File: src/rtl/riscvibe_mem_arbiter.sv
// Arbiter sharing one single-ported memory between instruction fetch and load/store.
// Optional RISCVIBE_ARB_PERF_EN adds blocked-request cycle counters.
module riscvibe_mem_arbiter #(
    parameter int DATA_MAX_CONSEC = 4
) (
    input  logic        clk,
    input  logic        rst_n,
    input  logic        if_req_i,
    input  logic [31:0] if_addr_i,
    output logic        if_gnt_o,
    output logic        if_rvalid_o,
    output logic [31:0] if_rdata_o,
    input  logic        flush_i,
    input  logic        d_req_i,
    input  logic        d_we_i,
    input  logic [31:0] d_addr_i,
    input  logic [3:0]  d_be_i,
    input  logic [31:0] d_wdata_i,
    output logic        d_gnt_o,
    output logic        d_rvalid_o,
    output logic [31:0] d_rdata_o,
    output logic        mem_req_o,
    output logic        mem_we_o,
    output logic [31:0] mem_addr_o,
    output logic [3:0]  mem_be_o,
    output logic [31:0] mem_wdata_o,
    input  logic        mem_gnt_i,
    input  logic        mem_rvalid_i,
    input  logic [31:0] mem_rdata_i
`ifdef RISCVIBE_ARB_PERF_EN
    ,
    output logic [31:0] if_wait_cnt_o,
    output logic [31:0] d_wait_cnt_o
`endif
);

    typedef enum logic [1:0] {S_IDLE, S_ISSUE, S_WAIT} state_e;

    localparam logic [3:0] MAX_C = 4'(DATA_MAX_CONSEC);

    state_e      state_q, state_d;
    logic        owner_q, owner_d;   // 0 = fetch, 1 = data
    logic        drop_q, drop_d;
    logic [3:0]  consec_q, consec_d;
    logic        we_q, we_d;
    logic [31:0] addr_q, addr_d;
    logic [3:0]  be_q, be_d;
    logic [31:0] wdata_q, wdata_d;
    logic        if_ok, d_win;

    always_ff @(posedge clk or negedge rst_n) begin
        if (!rst_n) begin
            state_q  <= S_IDLE;
            owner_q  <= 1'b0;
            drop_q   <= 1'b0;
            consec_q <= '0;
            we_q     <= 1'b0;
            addr_q   <= '0;
            be_q     <= '0;
            wdata_q  <= '0;
        end else begin
            state_q  <= state_d;
            owner_q  <= owner_d;
            drop_q   <= drop_d;
            consec_q <= consec_d;
            we_q     <= we_d;
            addr_q   <= addr_d;
            be_q     <= be_d;
            wdata_q  <= wdata_d;
        end
    end

    always_comb begin
        state_d  = state_q;
        owner_d  = owner_q;
        drop_d   = drop_q;
        consec_d = consec_q;
        we_d     = we_q;
        addr_d   = addr_q;
        be_d     = be_q;
        wdata_d  = wdata_q;
        case (state_q)
            S_IDLE: begin
                drop_d = 1'b0;
                if (d_gnt_o) begin
                    owner_d = 1'b1;
                    we_d    = d_we_i;
                    addr_d  = d_addr_i;
                    be_d    = d_be_i;
                    wdata_d = d_wdata_i;
                    state_d = S_ISSUE;
                end else if (if_gnt_o) begin
                    owner_d = 1'b0;
                    we_d    = 1'b0;
                    addr_d  = if_addr_i;
                    be_d    = 4'hF;
                    wdata_d = '0;
                    state_d = S_ISSUE;
                end
            end
            S_ISSUE: begin
                if (flush_i && !owner_q) drop_d = 1'b1;
                if (mem_gnt_i) state_d = S_WAIT;
            end
            S_WAIT: begin
                if (flush_i && !owner_q) drop_d = 1'b1;
                if (mem_rvalid_i) begin
                    state_d = S_IDLE;
                    drop_d  = 1'b0;
                end
            end
            default: state_d = S_IDLE;
        endcase
        // Fairness count only accumulates while a fetch is actually waiting
        if (!if_req_i || if_gnt_o) consec_d = '0;
        else if (d_gnt_o && consec_q != MAX_C) consec_d = consec_q + 4'd1;
    end

    always_comb begin
        if_ok       = if_req_i && !flush_i;
        d_win       = d_req_i && !(if_ok && consec_q == MAX_C);
        if_gnt_o    = 1'b0;
        d_gnt_o     = 1'b0;
        if_rvalid_o = 1'b0;
        d_rvalid_o  = 1'b0;
        // Grants are combinational, so keep them quiet while reset is held
        if (rst_n && state_q == S_IDLE) begin
            d_gnt_o  = d_win;
            if_gnt_o = if_ok && !d_win;
        end
        if (state_q == S_WAIT && mem_rvalid_i) begin
            d_rvalid_o  = owner_q;
            if_rvalid_o = !owner_q && !drop_q && !flush_i;
        end
    end

    assign mem_req_o   = (state_q == S_ISSUE);
    assign mem_we_o    = we_q;
    assign mem_addr_o  = addr_q;
    assign mem_be_o    = be_q;
    assign mem_wdata_o = wdata_q;
    assign if_rdata_o  = mem_rdata_i;
    assign d_rdata_o   = mem_rdata_i;

`ifdef RISCVIBE_ARB_PERF_EN
    logic [31:0] if_wait_q, if_wait_d, d_wait_q, d_wait_d;

    always_comb begin
        if_wait_d = if_wait_q + {31'd0, (if_req_i && !if_gnt_o)};
        d_wait_d  = d_wait_q + {31'd0, (d_req_i && !d_gnt_o)};
    end

    always_ff @(posedge clk or negedge rst_n) begin
        if (!rst_n) begin
            if_wait_q <= '0;
            d_wait_q  <= '0;
        end else begin
            if_wait_q <= if_wait_d;
            d_wait_q  <= d_wait_d;
        end
    end

    assign if_wait_cnt_o = if_wait_q;
    assign d_wait_cnt_o  = d_wait_q;
`endif

endmodule

File: config.mk
export PLATFORM = sky130hd
export DESIGN_NAME = riscvibe_mem_arbiter
export DESIGN_NICKNAME = d
export VERILOG_FILES = /design/src/rtl/riscvibe_mem_arbiter.sv
export SDC_FILE = /design/constraint.sdc
export NUM_CORES = 1
export LEC_CHECK = 0
export BUFFER_PORTS_ARGS = -buffer_cell sky130_fd_sc_hd__buf_2
export CORE_MARGIN = 1.5
export CORE_UTILIZATION = 35
export CTS_CLUSTER_SIZE = 8
export DETAILED_ROUTE_END_ITERATION = 10
export PLACE_DENSITY = 0.68
export SLEW_MARGIN = 20
export SYNTH_ARGS = -nofsm -noshare
export SYNTH_HDL_FRONTEND = slang
export SYNTH_SLANG_ARGS = --single-unit
File: constraint.sdc
create_clock -name clk -period 2.75 [get_ports clk]
set_clock_uncertainty 0.15 [all_clocks]
set_input_delay 0.55 -clock clk [delete_from_list [all_inputs] [get_ports clk]]
set_output_delay 0.55 -clock clk [all_outputs]
set_load 0.02 [all_outputs]
==> After elaboration in Yosys (flattened, before gate mapping) <==
Index checks and enable logic that the tools add are counted.
{ "word_totals": {"ff_bits": 77, "inputBits": 140, "out_inout_bits": 138, "elab_cells": 62} }
{ "op_classes": {"add_sub_neg": 1, "eq_ne": 7, "muxes": 23, "reduce_logical": 23} }
{ "op_table": {"columns": ["op", "n"], "rows": [
  ["$mux W32", 4],
  ["$mux W4", 4],
  ["$logic_and A1 B1 Y1", 10],
  ["$mux W1", 9],
  ["$mux W2", 4],
  ["$logic_not A1 Y1", 6],
  ["$pmux W2 S3", 1],
  ["$add A4 B1 Y4 const B", 1],
  ["$eq A4 B3 Y1 const B", 1],
  ["$ne A4 B3 Y1 const B", 1],
  ["$reduce_bool A2 Y1", 2],
  ["$ne A3 B3 Y1 const B", 1],
  ["$pmux W1 S3", 1],
  ["$reduce_and A3 Y1", 1],
  ["$reduce_bool A3 Y1", 1],
  ["$eq A2 B1 Y1 const B", 1],
  ["$eq A2 B2 Y1 const B", 1],
  ["$logic_not A2 Y1", 1],
  ["$ne A2 B1 Y1 const B", 1],
  ["$ne A2 B2 Y1 const B", 1],
  ["$reduce_and A2 Y1", 1],
  ["$logic_or A1 B1 Y1", 1]
]} }

==> Depth between registers and ports, before layout <==
{ "depth": {"depth_word": 11, "depth_mapped": 8, "mapped_depth_nobuf": 6} }

==> Worst setup path after synthesis <==
No wires, ideal clock.
{ "synth_path": {"path_kind": "register to output", "startpoint": "reg state_q[0]", "endpoint": "out if_gnt_o", "arrival_ns": 1.643, "required_ns": 2.050, "setup_slack_ns": 0.407, "stages_incl_launch_ff": 7, "path_buffers": 2, "path_cell_list": "dfrtp_1 > inv_1 > ha_1 > clkbuf_2 > nand4b_4 > buf_6 > a21oi_1"} }
{ "synth_between": {"elab_chain_cells": 3} }
{ "synth_lines": {"columns": ["item", "line", "text"], "rows": [
  ["from (decl)", "41", "state_e state_q, state_d;"],
  ["from (signal assigned)", "62", "state_q <= state_d;"],
  ["$logic_not A2 Y1", "127", "if (rst_n && state_q == S_IDLE) begin"],
  ["$logic_and A1 B1 Y1", "127", null],
  ["$mux W1", "127", null],
  ["to (decl)", "10", "output logic if_gnt_o,"]
]} }
No other way between the ends.

==> Worst setup path after layout <==
{ "layout_path": {"startpoint": "reg state_q[1]", "endpoint": "out d_gnt_o"} }
{ "layout_between": {"elab_chain_cells": 3} }
{ "layout_lines": {"columns": ["item", "line", "text"], "rows": [
  ["$logic_not A2 Y1", "127", null],
  ["$logic_and A1 B1 Y1", "127", null],
  ["$mux W1", "127", null],
  ["to (decl)", "19", "output logic d_gnt_o,"]
]} }
No other way between the ends.

==> results.md <==
* Seq pwr share at 0.343
* Gate power share at 0.444
* Grt total ovfl at 0
* Cells after Synth at 311
* Buffers on Ports at 181
* Final Critical Period at 2.58 ns
* Most common library cells after synthesis: 77 x dfrtp_1, 64 x buf_4, 33 x a22o_1
* Sequential cell area fraction in the yosys report at 0.472
* Final hold violation count at 0
* Drt initial violations at 159
* Power Total at 0.00563 W
* Worst relative slew slack at 0.357
* Crit-path max FO at 8
* Hold depth at 2
* Clock sinks at 77
* Worst Path Arrival at 1.88 ns
* Nets at 578
* Clock transition at path regs at 0.06 ns
* Routed len/inst at 17.6 um
* WP data required at 2.05 ns
* Slew @ Worst Pin at 0.965 ns
* Number of flops mapped to enable cells by yosys at 0
* Via count at 2,828
* Worst-case reg-to-reg path depth at 6
* WHS Endpoint: mem_addr_o[10]$_DFFE_PN0P_
* Critical Path Start Type: register
* Async S/R FF share, synth at 1.00
* Synthesized cell area at 4080 um^2
* Die Ht at 111 um
* R2r endpoint: mem_addr_o[2]$_DFFE_PN0P_
* Status: finished, final reports clean
* Fin crit share at 0.939
* Drt pass-1 iters at 4
* Worst vdd ir at 0.000727 V
* Sw frac at 0.373
* Syn Nets at 458
* Antenna-violating nets left at 0
* Largest net degree at the start of global routing at 75
* Synth area leader: dfrtp_1
* Syn Area/Cell at 13.1 um^2
* CTS Buf Count at 9
* Post-DP HPWL at 7.57 mm
* Yosys warning total at 0
* Cell area power density at 1140 nW/um^2
* Yosys reg bits at 77
* Max-slew violation total from the final report at 0
* H-Tree Depth at 3
* # DRC at 0
* # IOs at 278
* Chip Width at 111 um
* Site row count at 39
* Area grow syn2layout at 21.0%
* Number of global-route vias before repair at 2,962
* Placer Congestion at 0.805
* Final setup TNS at 0 ns
* Peak Freq at 0.387 GHz
* Clock latency on the worst-skew pair at 0.33 ns
* Hold Crit Start: d_addr_i[10]
* Clock buffer depth at 2
* TritonCTS clock tree: built
* Predominant post-synthesis flop cell: dfrtp_1
* Leak Pwr at 2.63 nW
* Core area at 11,400 um^2
* Clock root buffer: clkbuf_16
* Die area at 12,300 um^2
* Final WL at 10.2 mm
* R2r startpoint: state_q[0]$_DFFE_PN0P_
* Final setup vio count at 0
* Hold Path Class: in -> reg
* Worst R2R Setup Slack at 0.45 ns
* Routed vias/inst at 4.88
* GRT Overall Usage at 0.166
* Int Power at 0.00353 W
* Share of layout cells above drive strength 1 at 0.567
* Multi-input gate area at 1540 um^2
* Worst Setup Path Type: reg -> out
* Cell with the most instances after synthesis: dfrtp_1
* Clock share of power at 0.213
* Initial core utilization at 0.357
* Global-route wire length before repair at 16.0 mm
* Net load switching power at 0.00210 W
* RSZ-0062 raised after global routing: false
* Share of the synthesized area in the top cell type at 0.472
* Max_cap viols at 0
* Dominant cells by area after synthesis: dfrtp_1 47%, buf_4 12%, mux2_4 10%, a22o_1 7.1%, mux2_1 6.9%
* Post-synthesis cell type count at 35
* Initial antenna violation count at 0
* Storage element area at 1930 um^2
* Nature of the critical path endpoint: output pin
* Fillers at 1,086
* Ant diodes at 0
## how the worst max path moves through the flow
| stage | start | end | slack [ns] |
|---|---|---|---|
| 3_3_place_gp | state_q[0]$_DFFE_PN0P_ | mem_addr_o[3]$_DFFE_PN0P_ | 0.54 |
| 3_5_place_dp | state_q[0]$_DFFE_PN0P_ | mem_addr_o[2]$_DFFE_PN0P_ | 0.44 |
| 2_1_floorplan | state_q[0]$_DFFE_PN0P_ | if_gnt_o | 0.41 |
| 5_1_grt | state_q[1]$_DFFE_PN0P_ | if_gnt_o | 0.03 |
| 6_report | state_q[1]$_DFFE_PN0P_ | d_gnt_o | 0.17 |
| 4_1_cts | state_q[0]$_DFFE_PN0P_ | if_gnt_o | 0.10 |
## power groups by stage
stage	clock network, W	logic, W	registers [W]
5_1_grt	0.00129	0.00267	0.00199
3_5_place_dp	0	0.00253	0.00194
3_3_place_gp	0	0.00246	0.00192
6_report	0.00120	0.00250	0.00193
4_1_cts	0.00124	0.00254	0.00194
2_1_floorplan	0	0.00124	0.00250
## flip-flops by register name, indices dropped and copies added (netlist names)
name,cells
consec_q,4
drop_q,1
mem_addr_o,32
mem_be_o,4
mem_wdata_o,32
mem_we_o,1
owner_q,1
state_q,2
## logic make-up (layout without fill, tap and decap cells)
logic type | after synthesis | count (layout) | share of synthesized area
fa+ha+maj | 7 | 7 | 0.0215
mux | 65 | 65 | 0.205
compound gates | 55 | 55 | 0.111
flops | 77 | 77 | 0.472
buf+inv | 85 | 210 | 0.152
simple gates | 22 | 22 | 0.0380
## worst max-delay path, stage by stage (launching register included)
cell,delay (ns)
dfrtp_1,0.40
inv_1,0.12
ha_1,0.37
nand3_2,0.17
a21o_2,0.26
inv_2,0.07
buf_2,0.15
## layout make-up
type,count,area share
clock inverters,5,0.0117
repair buffers,187,0.196
clock buffers,11,0.0491
multi-input cells,149,0.312
inverters,7,0.00532
well taps,143,0.0362
flip-flops and latches,77,0.390
## placed cells by master (no fill, tap or decap), types with 2 or more instances in the layout
master,n
a211oi_1,4
a21boi_0,2
a22o_1,33
and3_1,2
buf_2,180
buf_4,5
clkbuf_16,9
clkinv_2,2
dfrtp_1,77
ha_1,7
inv_1,6
mux2_1,25
mux2_2,12
mux2_4,28
nand2_1,3
nand2b_1,4
nand3_1,3
o2111ai_1,3
o21ai_0,4
o22a_1,5
## per-layer routing
metal  track usage  part of all wire
met5             0                 0
met4        0.0521             0.017
met3        0.0705             0.075
met2         0.279              0.51
met1         0.191              0.40
## metrics by stage
step	hold slack, ns	util	area [um^2]	std cells	setup WS [ns]
after global routing	0.276	0.433	4940	579	0.0322
after global placement	0.239	0.405	4630	562	0.541
after CTS	0.273	0.432	4940	579	0.104
final	0.288	0.433	4940	579	0.168
after detailed placement	0.242	0.405	4630	562	0.444
after floorplan	0.104	-	4080	311	0.407
## repair_timing
action	CTS	global route
hold buffers	1	0
setup endpoints to repair	0	1
endpoints found under the hold margin	3	0
gates resized for setup	0	1
buffers inserted	0	0
(Power assumes the default switching activity.)
